**config.mk**
```make
export PLATFORM = sky130hd
export DESIGN_NAME = parity_err_counter
export DESIGN_NICKNAME = d
export VERILOG_FILES = /design/src/rtl/parity_pkg.sv /design/src/rtl/parity_err_counter.sv
export SDC_FILE = /design/constraint.sdc
export NUM_CORES = 1
export LEC_CHECK = 0
export BUFFER_PORTS_ARGS = -buffer_cell sky130_fd_sc_hd__buf_2
export CORE_AREA = 2 2 50 63
export DETAILED_ROUTE_END_ITERATION = 10
export DIE_AREA = 0 0 52 65
export GPL_ROUTABILITY_DRIVEN = 0
export PLACE_DENSITY = 0.62
export SYNTH_ARGS = -nofsm -noshare
export SYNTH_HDL_FRONTEND = slang
export SYNTH_SLANG_ARGS = --single-unit
export TNS_END_PERCENT = 50
```
**constraint.sdc**
```tcl
create_clock -name clk -period 2.5 [get_ports clk]
set_input_delay 0.5 -clock clk [delete_from_list [all_inputs] [get_ports clk]]
set_output_delay 0.5 -clock clk [all_outputs]
set_load 0.02 [all_outputs]
```
**src/rtl/parity_pkg.sv**
```systemverilog
// Shared types and constants for the serial parity frame checker.
package parity_pkg;

  typedef enum logic [1:0] {
    IDLE   = 2'd0,
    DATA   = 2'd1,
    PARITY = 2'd2
  } state_e;

  localparam logic PAR_EVEN = 1'b0;
  localparam logic PAR_ODD  = 1'b1;

  localparam int unsigned ERR_CNT_W = 16;

endpackage

```
**src/rtl/parity_err_counter.sv**
```systemverilog
// Saturating error counter with a synchronous clear that overrides increment.
module parity_err_counter
  import parity_pkg::*;
(
  input  logic                 clk,
  input  logic                 rst,
  input  logic                 inc,
  input  logic                 clr,
  output logic [ERR_CNT_W-1:0] count
);

  localparam logic [ERR_CNT_W-1:0] CNT_MAX = '1;

  logic [ERR_CNT_W-1:0] count_q;
  logic [ERR_CNT_W-1:0] count_d;

  always_comb begin
    count_d = count_q;
    if (clr) begin
      count_d = '0;
    end else if (inc && (count_q != CNT_MAX)) begin
      count_d = count_q + ERR_CNT_W'(1);
    end
  end

  always_ff @(posedge clk or posedge rst) begin
    if (rst) begin
      count_q <= '0;
    end else begin
      count_q <= count_d;
    end
  end

  assign count = count_q;

endmodule

```
# Word-level counts from Yosys, hierarchy flattened

Cells that the tools add are included.

Bits in read-only memories: 0
Logic and storage cells: 7
Bits in latches: 0
RAM bits: 0
Memories: 0
Bits in registers: 16
Output and inout bits: 16
Bits of input ports: 4

Equality and inequality tests: 1
Magnitude comparators: 0
Divide/modulo/power cells: 0
Bitwise gates (word level): 0
Shift-type cells: 0
Reduce and logical (&&, ||, !) cells: 2
Multipliers: 0
Mux-type cells: 2
$add $sub $neg: 1

Operators by type and width:

| kind                                                             | number |
|---|---|
| 16-bit 2-to-1 mux                                                | 2 |
| 16-bit by 1-bit adder with 16-bit output (second input constant) | 1 |
| 16-bit != test (second input constant)                           | 1 |
| 2-bit nonzero test                                               | 1 |
| 1-bit logical AND                                                | 1 |

# Logic depth before layout (Yosys ltp)

Gate-level depths: netlist of the first run.

Depth in word-level cells: 4
Mapped depth: 6
Depth with buffers taken out: 5

# Worst setup path before layout of the first run

OpenSTA, ideal clock, no wires.

Kind: reg2reg
Start point: register count_q[0], in the netlist count[0]
End point: register count_q[0], in the netlist count[0]
Slack: 0.593 ns
Buffers on the path: 1
Period minus slack after synthesis: 1.907 ns
Required time: 2.375 ns
Arrival: 1.783 ns
Setup time: 0.125 ns
Stages on the path, launching flop included: 7
Cell sequence: dfrtp_1 -> ha_1 -> clkbuf_1 -> nand3_1 -> nor4_1 -> nor2b_1 -> mux2_2

Longest elaborated chain between the ends: 3
Elaborated cells between the ends (all ways): 6
Classes of those cells: add/sub (1); eq/ne (1); mux (2); reduce/logical (2)

RTL lines:

| item                                                                       | line                                               | RTL |
|---|---|---|
| start: declaration                                                         | parity_err_counter.sv:14                           | `logic [ERR_CNT_W-1:0] count_q;` |
| start signal: assignment                                                   | parity_err_counter.sv:30                           | `count_q <= count_d;` |
| 16-bit by 1-bit adder with 16-bit output or 16-bit != test (tied branches) | parity_err_counter.sv:22, parity_err_counter.sv:21 |  |
| 16-bit 2-to-1 mux or 1-bit logical AND (tied branches)                     | parity_err_counter.sv:21                           | `end else if (inc && (count_q != CNT_MAX)) begin` |
| 16-bit 2-to-1 mux or 2-bit nonzero test (tied branches)                    | n/a                                                |  |

Parallel ways exist; a longest one is shown, timed or not. The select of a mux whose other input is x is not followed.
A chain may end at the register's enable or synchronous reset.

# Worst setup path after layout of the first run

Start point: register count_q[2], in the netlist count[2]
End point: register count_q[13], in the netlist count[13]

Same word-level chain as after synthesis.

==> run summary, run 1 <==
- **critical path start-end classification** flip-flop to flip-flop
- **final-report hold violation count** 0
- **total routing resource utilization after global routing** 14.21%
- **total number of placement rows** 22
- **antenna-violating nets left** 0
- **die outline area** 3380 um^2
- **final antenna diode count** 0
- **height of the die** 65 um
- **fin area** 1091 um^2
- **DPL Wire Length** 1.531 mm
- **via count of the first global-routing pass** 837
- **flip-flop count of the largest register after layout** 16
- **peak supply drop** 0.2354 mV
- **width of the chip** 52 um
- **final-report max-slew violation count** 0
- **final WL** 2.116 mm
- **Yosys warning count** 0
- **Primary FF master, synth** dfrtp_1
- **critical path launch point type** flip-flop
- **drt first pass iters** 4
- **total CTS buffers** 3
- **flip-flop and latch count after synthesis** 16
- **area of the core** 2835 um^2
- **number of violations reported at the end of detailed-routing iteration 0** 15
- **H-tree levels** 1
- **Tmin final** 1865 ps
- **area taken by flip-flops and latches** 400.4 um^2
- **Max-Cap Viols** 0
- **path category of the worst min-delay check** input pin to async pin
- **vias** 873
- **CTS Sinks** 16
- **Hold WS** 250.6 ps
- **largest net degree at the start of global routing** 20
- **Worst EP required** 2720 ps
- **setup TNS** 0 ps
- **remaining design rule violation count** 0
- **Synth top area share** 42.95%
- **proportion of synthesized chip area in sequential cells** 42.95%
- **IO Port Bufs** 19
- **clock tree from TritonCTS** yes
- **fraction of registers with async set or reset after synthesis** 100.0%
- **clock tree root buffer cell** clkbuf_4
- **Worst Tran Pin Value** 599.2 ps
- **leakage power** 0.4516 nW
- **largest cells by area after synthesis** dfrtp_1 43%, a21oi_1 6.4%, or4_1 4.8%, o31ai_1 4.0%, or3_1 4.0%
- **average wire per standard cell** 13.48 um
- **Placed Instance Area** 1055 um^2
- **Starting Density** 32.88%
- **power density over the cells** 433.3 nW/um^2
- **f_max** 536.2 MHz
- **number of setup buffers added after CTS** 0
- **most area-hungry cell type in the Yosys netlist** dfrtp_1
- **result of the run** complete, no violations
- **clock-pin transition on the worst setup and hold timing paths** 100 ps
- **Distinct cells, synth** 29
- **setup repair after global routing missed its margin** false
- **number of buffers inserted for hold repair after clock tree synthesis** 0
- **Rel. slew slack** 60.01%
- **Avg Inst Size Synth** 9.229 um^2
- **Layout fillers** 292
- **post-cts resize count** 0
- **Final #Nets** 127
- **Post-synth EDFFs** 0
- **Ports** 20
- **critical path data arrival time** 2080 ps
- **end-of-flow core utilization** 38.48%
- **Area growth, synth to finish** 17.05%
- **fraction of layout cells with a size suffix above 1** 24.79%
- **aggregate global routing overflow** 0
- **nets in the synthesized netlist** 106
- **routed via count divided by cell count** 5.561
- **final cycle utilization of the critical path** 74.59%
- **CTS Buffer Depth** 2
- **critical path endpoint category** flip-flop
- **maximum fanout encountered on the critical timing path** 8
- **worst-skew pair later-pin latency** 300 ps
- **Final Skew** 10.04 ps
- **Post-Syn Area** 932.1 um^2
- **number of antenna violations at the first check in global routing** 0
- **Post-Synthesis Cells** 101
- **global-route wire length before repair** 3.636 mm
- **area used by multi-input combinational logic** 495.5 um^2
- **count of final setup violators** 0
-- cell families after synthesis --
logic type      count (synthesis)  synth area share, %
flops                          16                42.95
fa+ha+maj                       1                1.342
simple gates                   49                32.62
mux                             3                3.490
buf+inv                         7                3.892
compound gates                 25                15.71
-- synth_stat cells, drive strengths merged (4+ instances only) --
library cell	count
dfrtp	16
a21oi	12
or4	8
nand3	7
or3	7
nand2	6
nand4	5
o21ai	5
o31ai	5
nor3	4
-- critical path: stages, from the launching register on --
cell and delay, ps:
dfrtp_1 450, nand4_1 210, or4_4 560, or4_1 420
a21oi_1 150
-- where the power goes --
part           total [mW]  switching (mW)  internal [mW]
Clock               0.175          0.0857         0.0889
Sequential          0.266         0.00457          0.262
Combinational      0.0319          0.0219         0.0100
-- worst paths after layout --
| path | from | end | slack, ps | cells past startpoint |
|---|---|---|---|---|
| worst max-delay path | count[2]$_DFFE_PP0P_ | count[13]$_DFFE_PP0P_ | 640 | 4 |
| worst min-delay path | rst | count[9]$_DFFE_PP0P_ | 250 | 2 |
| worst max register to register | count[2]$_DFFE_PP0P_ | count[13]$_DFFE_PP0P_ | 640 | 4 |
| worst min register to register | count[14]$_DFFE_PP0P_ | count[14]$_DFFE_PP0P_ | 570 | 2 |
| max in group asynchronous | rst | count[15]$_DFFE_PP0P_ | 1850 | 2 |
| min in group clk | count[14]$_DFFE_PP0P_ | count[14]$_DFFE_PP0P_ | 570 | 2 |
-- cell type report --
cell class | instances | share of cell area [%]
Clock buffer | 4 | 3.326
Inverter | 3 | 1.032
Timing Repair Buffer | 20 | 9.404
Sequential cell | 16 | 36.70
Tap cell | 36 | 4.128
Multi-Input combinational cell | 78 | 45.41
-- through the flow --
step / cells / setup slack, ps / total power, mW
6_report: 157 / 635.1 / 0.4727
2_1_floorplan: 101 / 592.6 / 0.2949
4_1_cts: 157 / 625.9 / 0.4801
5_1_grt: 157 / 510.1 / 0.4968
3_3_place_gp: 153 / 562.6 / 0.3029
3_5_place_dp: 153 / 489.6 / 0.3039
-- cell usage in the layout (no fill, tap or decap), types with 4 or more instances in the layout --
cell and n:
nor3_1 4, or3_1 6, or4_1 6, nand2_1 6, nand4_1 4, a21oi_1 12, o21ai_0 5, nand3_1 7
dfrtp_1 16, buf_2 19, o31ai_1 5
-- per-layer routing --
layer  GRT usage, %  up-vias  routed length [um]
met5              0        -                   0
li1               -      435                   -
met3          2.765        5                  89
met4          6.908        0                  45
met2          23.89       22                1024
met1          16.89      411                 955
Note: power is estimated with default switching activity, not from simulation.
==> run 2: changes to the inputs <==
clock period = 1.9 ns   (was 2.5 ns; I/O delays follow)
==> run 2 against run 1 <==
  * Critical path type unchanged
  * Non-clock buffer count rose by 10
  * Critical endpoint unchanged
  * Largest cell class unchanged
  * Register-to-register slack got worse by 520 ps
  * First-iteration DRC count rose by 67%
  * Critical path depth did not move
  * Via count rose by 6.9%
==> run summary, run 2 (synthesis results as in run 1) <==
- **Worst Tran Pin Value** 626.5 ps, +27.30 ps
- **CTS Sinks** 16, unchanged
- **fraction of layout cells with a size suffix above 1** 32.06%, +7.3 points
- **final-report max-slew violation count** 0, unchanged
- **vias** 933, +6.9%
- **largest net degree at the start of global routing** 20, unchanged
- **Max-Cap Viols** 0, unchanged
- **result of the run** complete, no violations
- **setup repair after global routing missed its margin** true
- **final-report hold violation count** 0, unchanged
- **Final Skew** 9.282 ps, -0.7600 ps
- **GR met3 Demand/Resource** 1.382%, -1.4 points
- **critical path launch point type** flip-flop
- **Hold WS** 146.0 ps, -104.6 ps
- **leakage power** 0.5015 nW, +11%
- **via count of the first global-routing pass** 815, -2.6%
- **height of the die** 65 um, unchanged
- **critical path start-end classification** flip-flop to flip-flop
- **final WL** 2.271 mm, +7.3%
- **met1 capacity usage during global routing** 17.22%, +0.34 points
- **Tmin final** 1783 ps, -81.83 ps
- **combinational power share** 8.3%, +1.5 points
- **fin area** 1174 um^2, +7.6%
- **aggregate global routing overflow** 0, unchanged
- **Layout fillers** 299, +2.4%
- **path category of the worst min-delay check** input pin to async pin
- **Starting Density** 32.88%, unchanged
- **PnR Total Power** 628.5 uW, +33%
- **number of buffers inserted for hold repair after clock tree synthesis** 0, unchanged
- **drt first pass iters** 4, unchanged
- **width of the chip** 52 um, unchanged
- **total routing resource utilization after global routing** 14.66%, +0.45 points
- **final antenna diode count** 0, unchanged
- **routing layer with the top usage in global route** met2
- **critical path data arrival time** 2000 ps, -80 ps
- **clock tree root buffer cell** clkbuf_4
- **sequential cell fraction of total power** 55.2%, -1.1 points
- **area of the core** 2835 um^2, unchanged
- **number of antenna violations at the first check in global routing** 0, unchanged
- **routed via count divided by cell count** 5.587, +0.47%
- **die outline area** 3380 um^2, unchanged
- **total number of placement rows** 22, unchanged
- **average wire per standard cell** 13.60 um, +0.90%
- **IO Port Bufs** 19, unchanged
- **remaining design rule violation count** 0, unchanged
- **DPL Wire Length** 1.721 mm, +12%
- **final cycle utilization of the critical path** 93.84%, +19 points
- **global-route wire length before repair** 3.719 mm, +2.3%
- **f_max** 560.8 MHz, +4.6%
- **flip-flop count of the largest register after layout** 16, unchanged
- **Placed Instance Area** 1136 um^2, +7.7%
- **Ports** 20, unchanged
- **Clk pwr share** 36.5%, -0.4 points
- **Rel. slew slack** 58.19%, -1.8 points
- **clock tree from TritonCTS** yes
- **clock-pin transition on the worst setup and hold timing paths** 100 ps, about the same
- **antenna-violating nets left** 0, unchanged
- **worst-skew pair later-pin latency** 290 ps, about the same
- **maximum fanout encountered on the critical timing path** 7, -1
- **total internal power** 479.8 uW, +33%
- **CTS Buffer Depth** 2, unchanged
- **Worst EP required** 2110 ps, -610 ps
- **number of violations reported at the end of detailed-routing iteration 0** 25, +10
- **H-tree levels** 1, unchanged
- **count of final setup violators** 0, unchanged
- **setup TNS** 0 ps, unchanged
- **met2 track utilization from global routing** 25.47%, +1.6 points
- **fraction of power spent switching nets** 23.66%, -0.059 points
- **commonest non-fill, non-tap cell in the layout** buf_2
- **Final #Nets** 137, +7.9%
- **power density over the cells** 535.5 nW/um^2, +24%
- **Area growth, synth to finish** 25.91%
- **number of setup buffers added after CTS** 0, unchanged
- **net load switching power** 148.7 uW, +33%
- **most used cells in the layout excluding fill and tap cells** 19 x buf_2, 15 x dfrtp_1, 12 x a21oi_1, 11 x buf_4, 7 x nand3_1
- **critical path endpoint category** flip-flop
- **peak supply drop** 0.2024 mV, -14%
- **total CTS buffers** 3, unchanged
[run 2: power by group through the flow]
stage	Sequential, mW	Combinational [mW]	Clock, mW
CTS	0.347	0.0536	0.238
finish	0.347	0.0520	0.230
floorplan	0.361	0.0269	0
global placement	0.353	0.0527	0
detailed placement	0.354	0.0534	0
global route	0.347	0.0582	0.246
[run 2: repair_timing]
item	CTS	global route
setup endpoints to repair	0	3
hold endpoints to repair	0	0
resized for setup	0	1
[run 2: area by class of cell]
cell class	instances	area [um^2]	area share, %
Tap cell	36	45.04	3.838
Timing Repair Buffer	30	177.7	15.14
Inverter	3	11.26	0.9595
Sequential cell	16	401.6	34.22
Multi-Input combinational cell	78	501.7	42.75
Clock buffer	4	36.28	3.092
[run 2: path summary, 6_finish.rpt]
check,slack [ps],start,to,cells past startpoint
hold reg to reg,570,count[14]$_DFFE_PP0P_,count[14]$_DFFE_PP0P_,2
min in group clk,480,clr,count[10]$_DFFE_PP0P_,2
hold / removal,150,rst,count[7]$_DFFE_PP0P_,2
setup reg to reg,120,count[10]$_DFFE_PP0P_,count[13]$_DFFE_PP0P_,4
max in group asynchronous,1320,rst,count[9]$_DFFE_PP0P_,2
setup / recovery,120,count[10]$_DFFE_PP0P_,count[13]$_DFFE_PP0P_,4
[run 2: worst max-delay path: stages, from the launching register on]
cell and delay (ps):
dfrtp_1 430, nand4_4 140, or4_4 570, or4_1 400, a21oi_1 150
[run 2: stage by stage]
step                      instances  util (%)  setup WS [ps]
after floorplan                 101         -          12.06
after global placement          163     40.07          150.0
after detailed placement        163     40.07          98.95
after CTS                       167     41.35          76.59
after global routing            167     41.39         -64.37
final                           167     41.39          117.0
[run 2: routing by layer]
layer  up-vias  wire, um
met3         4        82
met2        25      1220
met5         -         0
met1       455       923
met4         0        44
li1        449         -
==> run 3: changes to the inputs <==
clock period = 2 ns   (was 1.9 ns; I/O delays follow)
==> run 3 against run 2 <==
  * Utilization fell by 2.4 points
  * Via count fell by 4.7%
  * Maximum frequency fell by 5.5%
  * Clock skew fell by 6.9 ps
  * Setup slack got worse by 4.1 ps
  * Register-to-register slack barely moved
  * Design area fell by 5.8%
  * Critical path depth did not move
  * Global-route usage rose by 0.72 points
  * Critical path type unchanged
  * Largest power group unchanged
  * Highest routed layer unchanged
==> run summary, run 3 (synthesis results as in run 1) <==
- **final antenna diode count** 0, unchanged
- **clock tree from TritonCTS** yes
- **clock-pin transition on the worst setup and hold timing paths** 90 ps, about the same
- **routing layer with the top usage in global route** met2
- **vias** 889, -4.7%
- **clock tree root buffer cell** clkbuf_4
- **antenna-violating nets left** 0, unchanged
- **fraction of power spent switching nets** 23.22%, -0.44 points
- **width of the chip** 52 um, unchanged
- **post-cts resize count** 0, unchanged
- **combinational power share** 7.2%, -1.1 points
- **f_max** 529.9 MHz, -5.5%
- **fin area** 1106 um^2, -5.8%
- **net load switching power** 136.8 uW, -8.0%
- **setup slack, reg-to-reg** 110 ps, about the same
- **H-tree levels** 1, unchanged
- **PnR Total Power** 589.0 uW, -6.3%
- **total CTS buffers** 3, unchanged
- **flip-flop count of the largest register after layout** 16, unchanged
- **path category of the worst min-delay check** input pin to async pin
- **final-report hold violation count** 0, unchanged
- **Area growth, synth to finish** 18.66%
- **Final Skew** 2.428 ps, -6.853 ps
- **Hold WS** 172.6 ps, +26.58 ps
- **count of final setup violators** 0, unchanged
- **cell-by-cell listing of the critical path** nand4_1 > or4_4 > or4_1 > a21oi_1
- **via count of the first global-routing pass** 880, +8.0%
- **non-filler cells in the finished layout** 159, -4.8%
- **height of the die** 65 um, unchanged
- **drt first pass iters** 4, unchanged
- **Worst Tran Pin Value** 615.5 ps, -10.97 ps
- **worst-skew pair later-pin latency** 290 ps, about the same
- **average wire per standard cell** 14.03 um, +3.2%
- **area of the core** 2835 um^2, unchanged
- **total number of placement rows** 22, unchanged
- **Placed Instance Area** 1070 um^2, -5.8%
- **met1 capacity usage during global routing** 19.33%, +2.1 points
- **CTS Buffer Depth** 2, unchanged
- **global-route wire length before repair** 3.953 mm, +6.3%
- **setup repair after global routing missed its margin** false
- **DPL Wire Length** 1.661 mm, -3.5%
- **Final #Nets** 129, -5.8%
- **Crit path largest cell delay** 560 ps, about the same
- **CTS Sinks** 16, unchanged
- **result of the run** complete, no violations
- **commonest non-fill, non-tap cell in the layout** buf_2
- **post-placement setup slack** 122.5 ps, +23.59 ps
- **number of buffers inserted for hold repair after clock tree synthesis** 0, unchanged
- **total internal power** 452.2 uW, -5.7%
- **number of setup buffers added after CTS** 0, unchanged
- **largest net degree at the start of global routing** 20, unchanged
- **final WL** 2.231 mm, -1.8%
- **routed via count divided by cell count** 5.591, about the same
- **Worst EP required** 2220 ps, +110 ps
- **setup TNS** 0 ps, unchanged
- **Tmin final** 1887 ps, +104.1 ps
- **aggregate global routing overflow** 0, unchanged
- **critical path endpoint category** flip-flop
- **maximum fanout encountered on the critical timing path** 8, +1
- **critical path start-end classification** flip-flop to flip-flop
- **end-of-flow core utilization** 39.01%, -2.4 points
- **Max-Cap Viols** 0, unchanged
- **Rel. slew slack** 58.92%, +0.73 points
- **die outline area** 3380 um^2, unchanged
- **smallest setup slack after layout** 112.8 ps, -4.115 ps
- **leakage power** 0.4606 nW, -8.2%
- **peak supply drop** 0.2789 mV, +38%
- **met2 track utilization from global routing** 25.95%, +0.47 points
- **Starting Density** 32.88%, unchanged
- **sequential cell fraction of total power** 56.5%, +1.3 points
- **critical path data arrival time** 2110 ps, +110 ps
- **fraction of layout cells with a size suffix above 1** 26.02%, -6.0 points
- **final cycle utilization of the critical path** 94.36%, +0.51 points
- **Clk pwr share** 36.2%, -0.3 points
- **cell with the largest stage delay on the worst path** or4_4
- **power density over the cells** 532.5 nW/um^2, -0.56%
- **Ports** 20, unchanged
- **final-report max-slew violation count** 0, unchanged
- **total routing resource utilization after global routing** 15.38%, +0.72 points
- **dpl cells** 155, -4.9%
- **critical path launch point type** flip-flop
- **number of antenna violations at the first check in global routing** 0, unchanged
- **most used cells in the layout excluding fill and tap cells** 19 x buf_2, 16 x dfrtp_1, 12 x a21oi_1, 7 x nand3_1
- **remaining design rule violation count** 0, unchanged
- **number of violations reported at the end of detailed-routing iteration 0** 22, -12%
- **IO Port Bufs** 19, unchanged
- **GR met3 Demand/Resource** 2.074%, +0.69 points
[run 3: cell types whose count changed in the layout (fill, tap and decap cells not counted)]
cell     before  now
buf_4        11    3
dfrtp_1      15   16
nor4_1        2    3
nor4_2        1    0
dfrtp_2       1    0
[run 3: cell type report]
| class | instances | area (um^2) |
|---|---|---|
| Tap cell | 36 | 45.04 |
| Fill cell | 289 | 1729 |
| Timing Repair Buffer | 22 | 117.6 |
| Clock buffer | 4 | 36.28 |
| Multi-Input combinational cell | 78 | 495.5 |
| Sequential cell | 16 | 400.4 |
| Inverter | 3 | 11.26 |
[run 3: critical path, delay by kind of cell, from the launching register on]
kind	cells	cell delay (ps)
AO/OA/AOI/OAI	1	140
AND/OR/NAND/NOR	3	1200
flip-flops	1	480
[run 3: routing by layer]
metal	up-vias	wire length, um	part of all wire [%]
li1	437	-	-
met1	430	981	44
met2	20	1161	52
met3	2	79	3.5
met4	0	8	0.36
met5	-	0	0
[run 3: worst paths after layout]
check	from	endpoint	depth (start not counted)
setup / recovery	count[2]$_DFFE_PP0P_	count[13]$_DFFE_PP0P_	4
hold / removal	rst	count[3]$_DFFE_PP0P_	2
setup reg to reg	count[2]$_DFFE_PP0P_	count[13]$_DFFE_PP0P_	4
hold reg to reg	count[14]$_DFFE_PP0P_	count[14]$_DFFE_PP0P_	2
max in group asynchronous	rst	count[12]$_DFFE_PP0P_	2
min in group clk	clr	count[13]$_DFFE_PP0P_	2
[run 3: power by group through the flow]
stage               Sequential, mW  Clock [mW]  Combinational (mW)
floorplan                    0.343           0              0.0256
finish                       0.333       0.214              0.0424
global route                 0.334       0.242              0.0472
global placement             0.338           0              0.0423
detailed placement           0.339           0              0.0434
CTS                          0.333       0.222              0.0437
